$ cat src/rtl/ultrasonic_echo_responder.sv
// HC-SR04 sensor emulator: answers a trigger pulse with a distance-coded echo pulse.
// Optional build macro ECHO_JITTER_EN adds 0..7 us of LFSR jitter to the echo width.
module ultrasonic_echo_responder #(
    parameter int TICK_DIV       = 50,
    parameter int MIN_TRIG_US    = 10,
    parameter int BURST_DELAY_US = 200,
    parameter int US_PER_CM      = 58,
    parameter int TIMEOUT_US     = 38000,
    parameter int HOLDOFF_US     = 60000
) (
    input  logic        clk,
    input  logic        rst,
    input  logic        trigger,
    input  logic [8:0]  distance_cm,
    input  logic        no_target,
    output logic        echo,
    output logic        busy,
    output logic        trig_err,
    output logic [15:0] meas_count
);

    localparam int PW = (TICK_DIV > 1) ? $clog2(TICK_DIV) : 1;

    localparam logic [2:0] S_IDLE    = 3'd0;
    localparam logic [2:0] S_TRIG_HI = 3'd1;
    localparam logic [2:0] S_BURST   = 3'd2;
    localparam logic [2:0] S_ECHO_HI = 3'd3;
    localparam logic [2:0] S_HOLDOFF = 3'd4;

    logic [2:0]    state;
    logic [PW-1:0] presc;
    logic          tick;
    logic          trig_s1, trig_s2, trig_d;
    logic          trig_rise, trig_fall;
    logic [7:0]    width_cnt;
    logic [15:0]   timer, timer_nx;
    logic [15:0]   w_reg, w_calc;
    logic [17:0]   product;
`ifdef ECHO_JITTER_EN
    logic [7:0]    lfsr;
`endif

    assign tick      = (presc == PW'(TICK_DIV - 1));
    assign trig_rise = trig_s2 & ~trig_d;
    assign trig_fall = ~trig_s2 & trig_d;
    assign timer_nx  = timer + 16'd1;

    always_ff @(posedge clk or posedge rst) begin
        if (rst) begin
            presc   <= '0;
            trig_s1 <= 1'b0;
            trig_s2 <= 1'b0;
            trig_d  <= 1'b0;
        end else begin
            presc   <= tick ? '0 : presc + 1'b1;
            trig_s1 <= trigger;
            trig_s2 <= trig_s1;
            trig_d  <= trig_s2;
        end
    end

    // Zero distance still yields a 1 us echo; jitter (if built in) is added before the clamp.
    always_comb begin
        product = (distance_cm == '0) ? 18'd1 : 18'(distance_cm) * 18'(US_PER_CM);
`ifdef ECHO_JITTER_EN
        product = product + 18'(lfsr[2:0]);
`endif
        if (no_target || product > 18'(TIMEOUT_US))
            w_calc = 16'(TIMEOUT_US);
        else
            w_calc = product[15:0];
    end

    always_ff @(posedge clk or posedge rst) begin
        if (rst) begin
            state      <= S_IDLE;
            echo       <= 1'b0;
            busy       <= 1'b0;
            trig_err   <= 1'b0;
            meas_count <= '0;
            width_cnt  <= '0;
            timer      <= '0;
            w_reg      <= '0;
`ifdef ECHO_JITTER_EN
            lfsr       <= 8'hA5;
`endif
        end else begin
            trig_err <= 1'b0;
            case (state)
                S_IDLE: begin
                    if (trig_rise) begin
                        state     <= S_TRIG_HI;
                        width_cnt <= '0;
                        busy      <= 1'b1;
                    end
                end
                S_TRIG_HI: begin
                    if (trig_fall) begin
                        if (width_cnt >= 8'(MIN_TRIG_US)) begin
                            w_reg <= w_calc;
                            timer <= '0;
                            state <= S_BURST;
`ifdef ECHO_JITTER_EN
                            lfsr  <= {1'b0, lfsr[7:1]} ^ (lfsr[0] ? 8'hB8 : 8'h00);
`endif
                        end else begin
                            trig_err <= 1'b1;
                            busy     <= 1'b0;
                            state    <= S_IDLE;
                        end
                    end else if (tick && trig_s2 && width_cnt != '1) begin
                        width_cnt <= width_cnt + 8'd1;
                    end
                end
                S_BURST: begin
                    if (tick) begin
                        if (timer_nx == 16'(BURST_DELAY_US)) begin
                            echo  <= 1'b1;
                            timer <= '0;
                            state <= S_ECHO_HI;
                        end else begin
                            timer <= timer_nx;
                        end
                    end
                end
                S_ECHO_HI: begin
                    if (tick) begin
                        if (timer_nx == w_reg) begin
                            echo       <= 1'b0;
                            meas_count <= meas_count + 16'd1;
                            timer      <= '0;
                            state      <= S_HOLDOFF;
                        end else begin
                            timer <= timer_nx;
                        end
                    end
                end
                S_HOLDOFF: begin
                    if (tick) begin
                        if (timer_nx == 16'(HOLDOFF_US)) begin
                            timer <= '0;
                            busy  <= 1'b0;
                            state <= S_IDLE;
                        end else begin
                            timer <= timer_nx;
                        end
                    end
                end
                default: begin
                    state <= S_IDLE;
                    echo  <= 1'b0;
                    busy  <= 1'b0;
                end
            endcase
        end
    end

endmodule

$ cat config.mk
export PLATFORM = sky130hd
export DESIGN_NAME = ultrasonic_echo_responder
export DESIGN_NICKNAME = d
export VERILOG_FILES = /design/src/rtl/ultrasonic_echo_responder.sv
export SDC_FILE = /design/constraint.sdc
export NUM_CORES = 1
export LEC_CHECK = 0
export CAP_MARGIN = 20
export CORE_MARGIN = 2
export CORE_UTILIZATION = 65
export CTS_CLUSTER_SIZE = 16
export DETAILED_ROUTE_END_ITERATION = 6
export GPL_ROUTABILITY_DRIVEN = 0
export PLACE_DENSITY = 0.86
export REMOVE_ABC_BUFFERS = 1
export SLEW_MARGIN = 5
export SYNTH_ARGS = -nofsm -noshare
export SYNTH_HDL_FRONTEND = slang
export SYNTH_SLANG_ARGS = --single-unit
$ cat constraint.sdc
create_clock -name clk -period 4.9 [get_ports clk]
set_clock_uncertainty 0.05 [all_clocks]
set_input_delay 0.98 -clock clk [delete_from_list [all_inputs] [get_ports clk]]
set_output_delay 0.98 -clock clk [all_outputs]
set_load 0.02 [all_outputs]
* Word-level counts from Yosys, hierarchy flattened
Cells that the tools add are included.
** Storage, ports and cells
- Register bits :: 71
- Word-level logic and storage cells :: 102
** Cells by class
- Add/sub/neg operators :: 4
- Multiply operators :: 1
- Magnitude comparators :: 2
- Equal/unequal tests :: 21
- Mux-type cells :: 40
- Bitwise logic cells :: 6
- Reductions and logical operators :: 16
** Operators with widths (count)
- two-way mux 16 bit :: 9
- case mux 16 bit (4 select lines) :: 1
- adder 16 x 1 -> 16 bit, second input constant :: 2
- two-way mux 3 bit :: 8
- two-way mux 8 bit :: 3
- != test 2 bit, second input constant :: 12
- equality test 16 bit :: 1
- equality test 16 bit, second input constant :: 1
- equality test 16 x 8 -> 1 bit, second input constant :: 1
- > comparator 15 x 16 -> 1 bit, second input constant :: 1
- case mux 8 bit (2 select lines) :: 1
- two-way mux 15 bit :: 1
- case mux 3 bit (5 select lines) :: 1
- multiplier 9 x 5 -> 14 bit, second input constant :: 1
- two-way mux 1 bit :: 12
- AND reduction 6 bit :: 2
- zero test 9 bit :: 1
- adder 8 x 1 -> 8 bit, second input constant :: 1
- greater-or-equal comparator 8 x 4 -> 1 bit, second input constant :: 1
- != test 8 bit, second input constant :: 1
- AND reduction 8 bit :: 1
- adder 6 x 1 -> 6 bit, second input constant :: 1
- equality test 3 x 2 -> 1 bit, second input constant :: 2
- equality test 6 bit, second input constant :: 1
- other kinds (18) :: 24

* Depth between registers and ports, before layout
Gate-level depths: netlist of the first run.
- Depth after elaboration :: 6
- Depth in mapped cells :: 15
- Gate-level depth less buffers :: 15

* Worst setup path before layout of the first run
Ideal clock, no wire load.
- Path kind :: input to register
- Start :: input distance_cm[1]
- End :: register w_reg[14]
- Setup time :: 0.121 ns
- Data arrival time :: 3.874 ns
- Data required time :: 4.729 ns
- Slack :: 0.855 ns
- Stages :: 14
- Path buffers :: 0
- Cell sequence :: inv_1 -> fa_1 -> inv_1 -> ha_1 -> fa_1 -> ha_1 -> a21o_1 -> a21oi_1 -> nor2b_1 -> o21ai_0 -> a21oi_1 -> a31oi_1 -> xnor2_1 -> a22o_1
** Between the ends
- Cells in the longest elaborated chain, start to end :: 5
- Elaborated cells on any way between the ends :: 6
** Ends and longest elaborated chain
- start, declared :: line 14 : input logic [8:0] distance_cm,
- multiplier 9 x 5 -> 14 bit or zero test 9 bit (tied branches) :: line 64 : product = (distance_cm == '0) ? 18'd1 : 18'(distance_cm) * 18'(US_PER_CM);
- two-way mux 15 bit * :: line 64
- > comparator 15 x 16 -> 1 bit :: line 68 : if (no_target || product > 18'(TIMEOUT_US))
- logical OR 1 bit :: line 68
- two-way mux 16 bit * :: line 68
- end signal, assigned :: line 100 : w_reg <= w_calc;
- end, declared :: line 37 : logic [15:0] w_reg, w_calc;
Mark *: on every way between the ends. The rest lies on a longest branch, timed or not.
A chain may end at the register's enable or synchronous reset.

* Worst setup path in the final report of the first run
- Start :: input distance_cm[2]
- End :: register w_reg[14]
The elaborated chain is that of the path after synthesis.

==> impl_metrics.prom, run 1 <==
# TYPE chip_impl_metric gauge
chip_impl_info{name="result_of_the_run",value="finished, final reports clean"} 1
chip_impl_metric{name="totalWireLength",unit="microns"} 11400
chip_impl_metric{name="max_cap_viol_count",unit=""} 0
chip_impl_metric{name="fin_cells",unit=""} 724
chip_impl_info{name="worst_setup_path_start_kind",value="input port"} 1
chip_impl_metric{name="ctsHoldBuffers",unit=""} 0
chip_impl_metric{name="period_share",unit=""} 0.917
chip_impl_metric{name="clock_sink_total",unit=""} 71
chip_impl_info{name="cts_tree",value="done"} 1
chip_impl_metric{name="grt_pass1_vias",unit=""} 4266
chip_impl_metric{name="floorplan.die_area",unit="sq um"} 9030
chip_impl_metric{name="synth_edf_count",unit=""} 0
chip_impl_metric{name="drc_errors",unit=""} 0
chip_impl_metric{name="cts.repair.resized",unit=""} 0
chip_impl_metric{name="die_h",unit="microns"} 95.0
chip_impl_info{name="timing.hold.worst.start",value="trig_s1"} 1
chip_impl_metric{name="std_cell_rows",unit=""} 33
chip_impl_info{name="layout_common_cells",value="dfrtp_1 (71), nand2_1 (50), inv_1 (44)"} 1
chip_impl_metric{name="drt_pre_antenna_iters",unit=""} 7
chip_impl_info{name="hold-path-endpoint",value="trig_s2"} 1
chip_impl_metric{name="grt_remaining_overflow",unit=""} 0
chip_impl_metric{name="register_to_register_setup_slack",unit="ns"} 0.91
chip_impl_info{name="postSynth.topFlopCell",value="dfrtp_1"} 1
chip_impl_info{name="min_path_type",value="register to register"} 1
chip_impl_metric{name="maximum_number_of_pins_on_one_net_before_global_route_repair",unit=""} 52
chip_impl_metric{name="grt_use_total",unit=""} 0.267
chip_impl_metric{name="post-route-cell-area",unit="sq um"} 5960
chip_impl_metric{name="clk_path_buf_depth",unit=""} 2
chip_impl_metric{name="drtAntennaViolNets",unit=""} 0
chip_impl_metric{name="max_freq",unit="MHz"} 223
chip_impl_info{name="crit_start",value="distance_cm[2]"} 1
chip_impl_info{name="worst_r2r_startpoint",value="timer[0]"} 1
chip_impl_metric{name="total_leakage_power",unit="nW"} 2.75
chip_impl_metric{name="count_of_synthesis_stage_warnings_from_yosys",unit=""} 0
chip_impl_metric{name="clk_latency",unit="ns"} 0.36
chip_impl_metric{name="synth_seq_area_share",unit=""} 0.330
chip_impl_metric{name="timing_worst_slew_pin_value",unit="ns"} 0.973
chip_impl_metric{name="number_of_placed_i_o_pins",unit=""} 32
chip_impl_metric{name="critical_path_arrival",unit="ns"} 4.68
chip_impl_metric{name="grt_use_met2",unit=""} 0.467
chip_impl_metric{name="wl_per_cell",unit="microns"} 15.7
chip_impl_metric{name="fill_cells",unit=""} 592
chip_impl_metric{name="detailed_place.area",unit="sq um"} 5750
chip_impl_metric{name="detail_route.vias_per_cell",unit=""} 6.10
chip_impl_metric{name="synthesis.area_per_instance",unit="sq um"} 9.11
chip_impl_metric{name="clkTransAtPathRegs",unit="ns"} 0.07
chip_impl_metric{name="grt_first_pass_wirelength",unit="microns"} 19100
chip_impl_metric{name="initial_antenna_violation_count",unit=""} 0
chip_impl_info{name="clock_tree.root_cell",value="clkbuf_8"} 1
chip_impl_info{name="timing.critical_path.to_type",value="register"} 1
chip_impl_info{name="rsz0062_at_grt",value="no"} 1
chip_impl_metric{name="synth-seq-cells",unit=""} 71
chip_impl_metric{name="finalHoldWorstSlack",unit="ns"} 0.325
chip_impl_metric{name="min_delay_path_depth",unit=""} 0
chip_impl_metric{name="num_antenna_cells",unit=""} 0
chip_impl_metric{name="nets",unit=""} 678
chip_impl_info{name="critical_path.reg2reg.endpoint",value="timer[9]"} 1
chip_impl_metric{name="setup-tns-final",unit="ns"} 0
chip_impl_metric{name="synth_area",unit="sq um"} 5390
chip_impl_metric{name="dpl.cell_count",unit=""} 707
chip_impl_info{name="mostFrequentLayoutCell",value="dfrtp_1"} 1
chip_impl_metric{name="post_cts_buffers",unit=""} 0
chip_impl_metric{name="grtUsageMet1",unit=""} 0.320
chip_impl_metric{name="cts-htree-levels",unit=""} 3
chip_impl_metric{name="layout-drive-gt1-share",unit=""} 0.0727
chip_impl_metric{name="timing.final.hold_violations",unit=""} 0
chip_impl_metric{name="placement.io_buffers",unit=""} 31
chip_impl_metric{name="vias",unit=""} 4415
chip_impl_metric{name="drt_iter0_markers",unit=""} 288
chip_impl_metric{name="power.density",unit="nW/um^2"} 256
chip_impl_metric{name="synthCells",unit=""} 591
chip_impl_metric{name="core_region_area",unit="sq um"} 8130
chip_impl_metric{name="numCtsBuffers",unit=""} 9
chip_impl_metric{name="vdd.ir_drop.worst",unit="uV"} 162
chip_impl_info{name="grt.busiest_layer",value="met2"} 1
chip_impl_metric{name="synthArstFlopShare",unit=""} 1.00
chip_impl_metric{name="chipWidth",unit="microns"} 95.0
chip_impl_metric{name="maxSlewHeadroom",unit=""} 0.348
chip_impl_metric{name="post_synth_num_cell_types",unit=""} 60
chip_impl_metric{name="worst-path-max-fanout",unit=""} 3
chip_impl_metric{name="finalSetupViolCount",unit=""} 0
chip_impl_metric{name="cp.required",unit="ns"} 5.09
chip_impl_metric{name="worst_r2r_path_depth",unit=""} 10
chip_impl_metric{name="period_minus_slack",unit="ns"} 4.49
chip_impl_metric{name="syn2layout_area_growth",unit="%"} 10.6
chip_impl_metric{name="hpwl",unit="microns"} 8700
chip_impl_info{name="startpoint_to_endpoint_class_of_the_critical_path",value="input port to register"} 1
chip_impl_metric{name="number_of_slew_limit_violations_in_the_final_report",unit=""} 0
chip_impl_metric{name="initial_core_util",unit=""} 0.662
chip_impl_metric{name="globalRouteMet3Util",unit=""} 0.0316
==> cell usage after synthesis, types with 3 or more instances <==
library cell	instances	area, sq um
a31oi_1	4	25.0
dfrtp_1	71	1780
nor3_2	3	30.0
inv_1	45	169
fa_1	13	260
or3_1	4	25.0
nor3_1	15	75.1
xor2_1	26	228
nor2b_1	12	75.1
a21o_1	7	52.6
mux2_2	4	45.0
o211ai_1	3	22.5
or2_2	4	25.0
buf_2	7	35.0
clkbuf_1	14	52.6
ha_1	38	475
nor3b_1	5	37.5
a21oi_1	20	100
a22o_1	12	105
nand3_1	32	160
nand2b_1	9	56.3
buf_4	4	30.0
o22ai_1	3	18.8
o31ai_1	6	45.0
and3_1	8	50.1
nor4_1	10	62.6
nand4_2	3	37.5
nor2_1	30	113
nand2_1	50	188
nand3b_1	7	52.6
nand4_1	10	62.6
o21a_1	4	30.0
mux2i_1	3	30.0
xnor2_1	24	210
and2_1	8	50.1
o21ai_0	39	195
nor4_4	3	63.8
==> how the worst max path moves through the flow <==
stage | endpoint | depth (start not counted)
final | w_reg[14] | 15
after global routing | w_reg[14] | 15
after CTS | w_reg[14] | 15
after detailed placement | w_reg[14] | 15
after global placement | w_reg[14] | 15
after floorplan | w_reg[14] | 14
==> per-layer routing <==
metal  up-vias  part of all wire
li1       2124                 -
met1      2137              0.41
met2       117              0.52
met3        37             0.035
met4         0             0.037
met5         -                 0
==> logic make-up after synthesis <==
group           synth area share
simple gates               0.238
compound gates             0.137
buf+inv                   0.0553
flops                      0.330
xor+xnor                  0.0897
fa+ha+maj                  0.137
mux                       0.0139
==> power by group <==
| part | leakage [nW] | internal, mW | switching [mW] | total, mW |
|---|---|---|---|---|
| clock | 0.0960 | 0.233 | 0.220 | 0.453 |
| sequential | 0.920 | 0.613 | 0.0368 | 0.650 |
| combinational | 1.73 | 0.196 | 0.225 | 0.422 |
==> worst max-delay path: stages <==
cell and delay (ns):
clkdlybuf4s50_1 0.54, inv_1 0.13, fa_1 0.51, inv_1 0.04, ha_1 0.31, fa_1 0.47, ha_1 0.35, a21o_1 0.19
a21oi_1 0.22, nor2b_1 0.07, o21ai_0 0.23, a21oi_1 0.15, a31oi_1 0.21, xnor2_1 0.10, a22o_1 0.19
==> cell type report <==
class | count | area [sq um] | area share
Clock buffer | 10 | 128 | 0.0214
Clock inverter | 6 | 61.3 | 0.0103
Inverter | 45 | 169 | 0.0284
Multi-Input combinational cell | 449 | 3310 | 0.556
Sequential cell | 71 | 1780 | 0.298
Tap cell | 105 | 131 | 0.0221
Timing Repair Buffer | 38 | 379 | 0.0636
==> per-stage QoR <==
| step | setup WS, ns | total power, mW | util |
|---|---|---|---|
| finish | 0.408 | 1.52 | 0.732 |
| global route | 0.161 | 1.62 | 0.732 |
| global placement | 0.183 | 1.05 | 0.705 |
| floorplan | 0.854 | 0.971 | - |
| detailed placement | 0.0498 | 1.08 | 0.707 |
| CTS | 0.416 | 1.53 | 0.730 |
No activity file was read; power rests on OpenSTA's default activity.
==> run 2, diff against run 1 <==
==> constraint.sdc (replaced) <==
create_clock -name clk -period 4.9 [get_ports clk]
set_clock_uncertainty 0.05 [all_clocks]
set_input_delay 0.98 -clock clk [delete_from_list [all_inputs] [get_ports clk]]
set_output_delay 0.98 -clock clk [all_outputs]
set_load 0.005 [all_outputs]
==> results of run 2 <==
The final DEF is identical to that of run 1. Status: finished, final reports clean.
==> run 3, diff against run 2 <==
--- a/config.mk
+++ b/config.mk
@@ -8,7 +8,7 @@
 export CAP_MARGIN = 20
 export CORE_MARGIN = 2
 export CORE_UTILIZATION = 65
-export CTS_CLUSTER_SIZE = 16
+export CTS_CLUSTER_SIZE = 12
 export DETAILED_ROUTE_END_ITERATION = 6
 export GPL_ROUTABILITY_DRIVEN = 0
 export PLACE_DENSITY = 0.86
==> results of run 3 <==
The final DEF is identical to that of run 1. Status: finished, final reports clean.
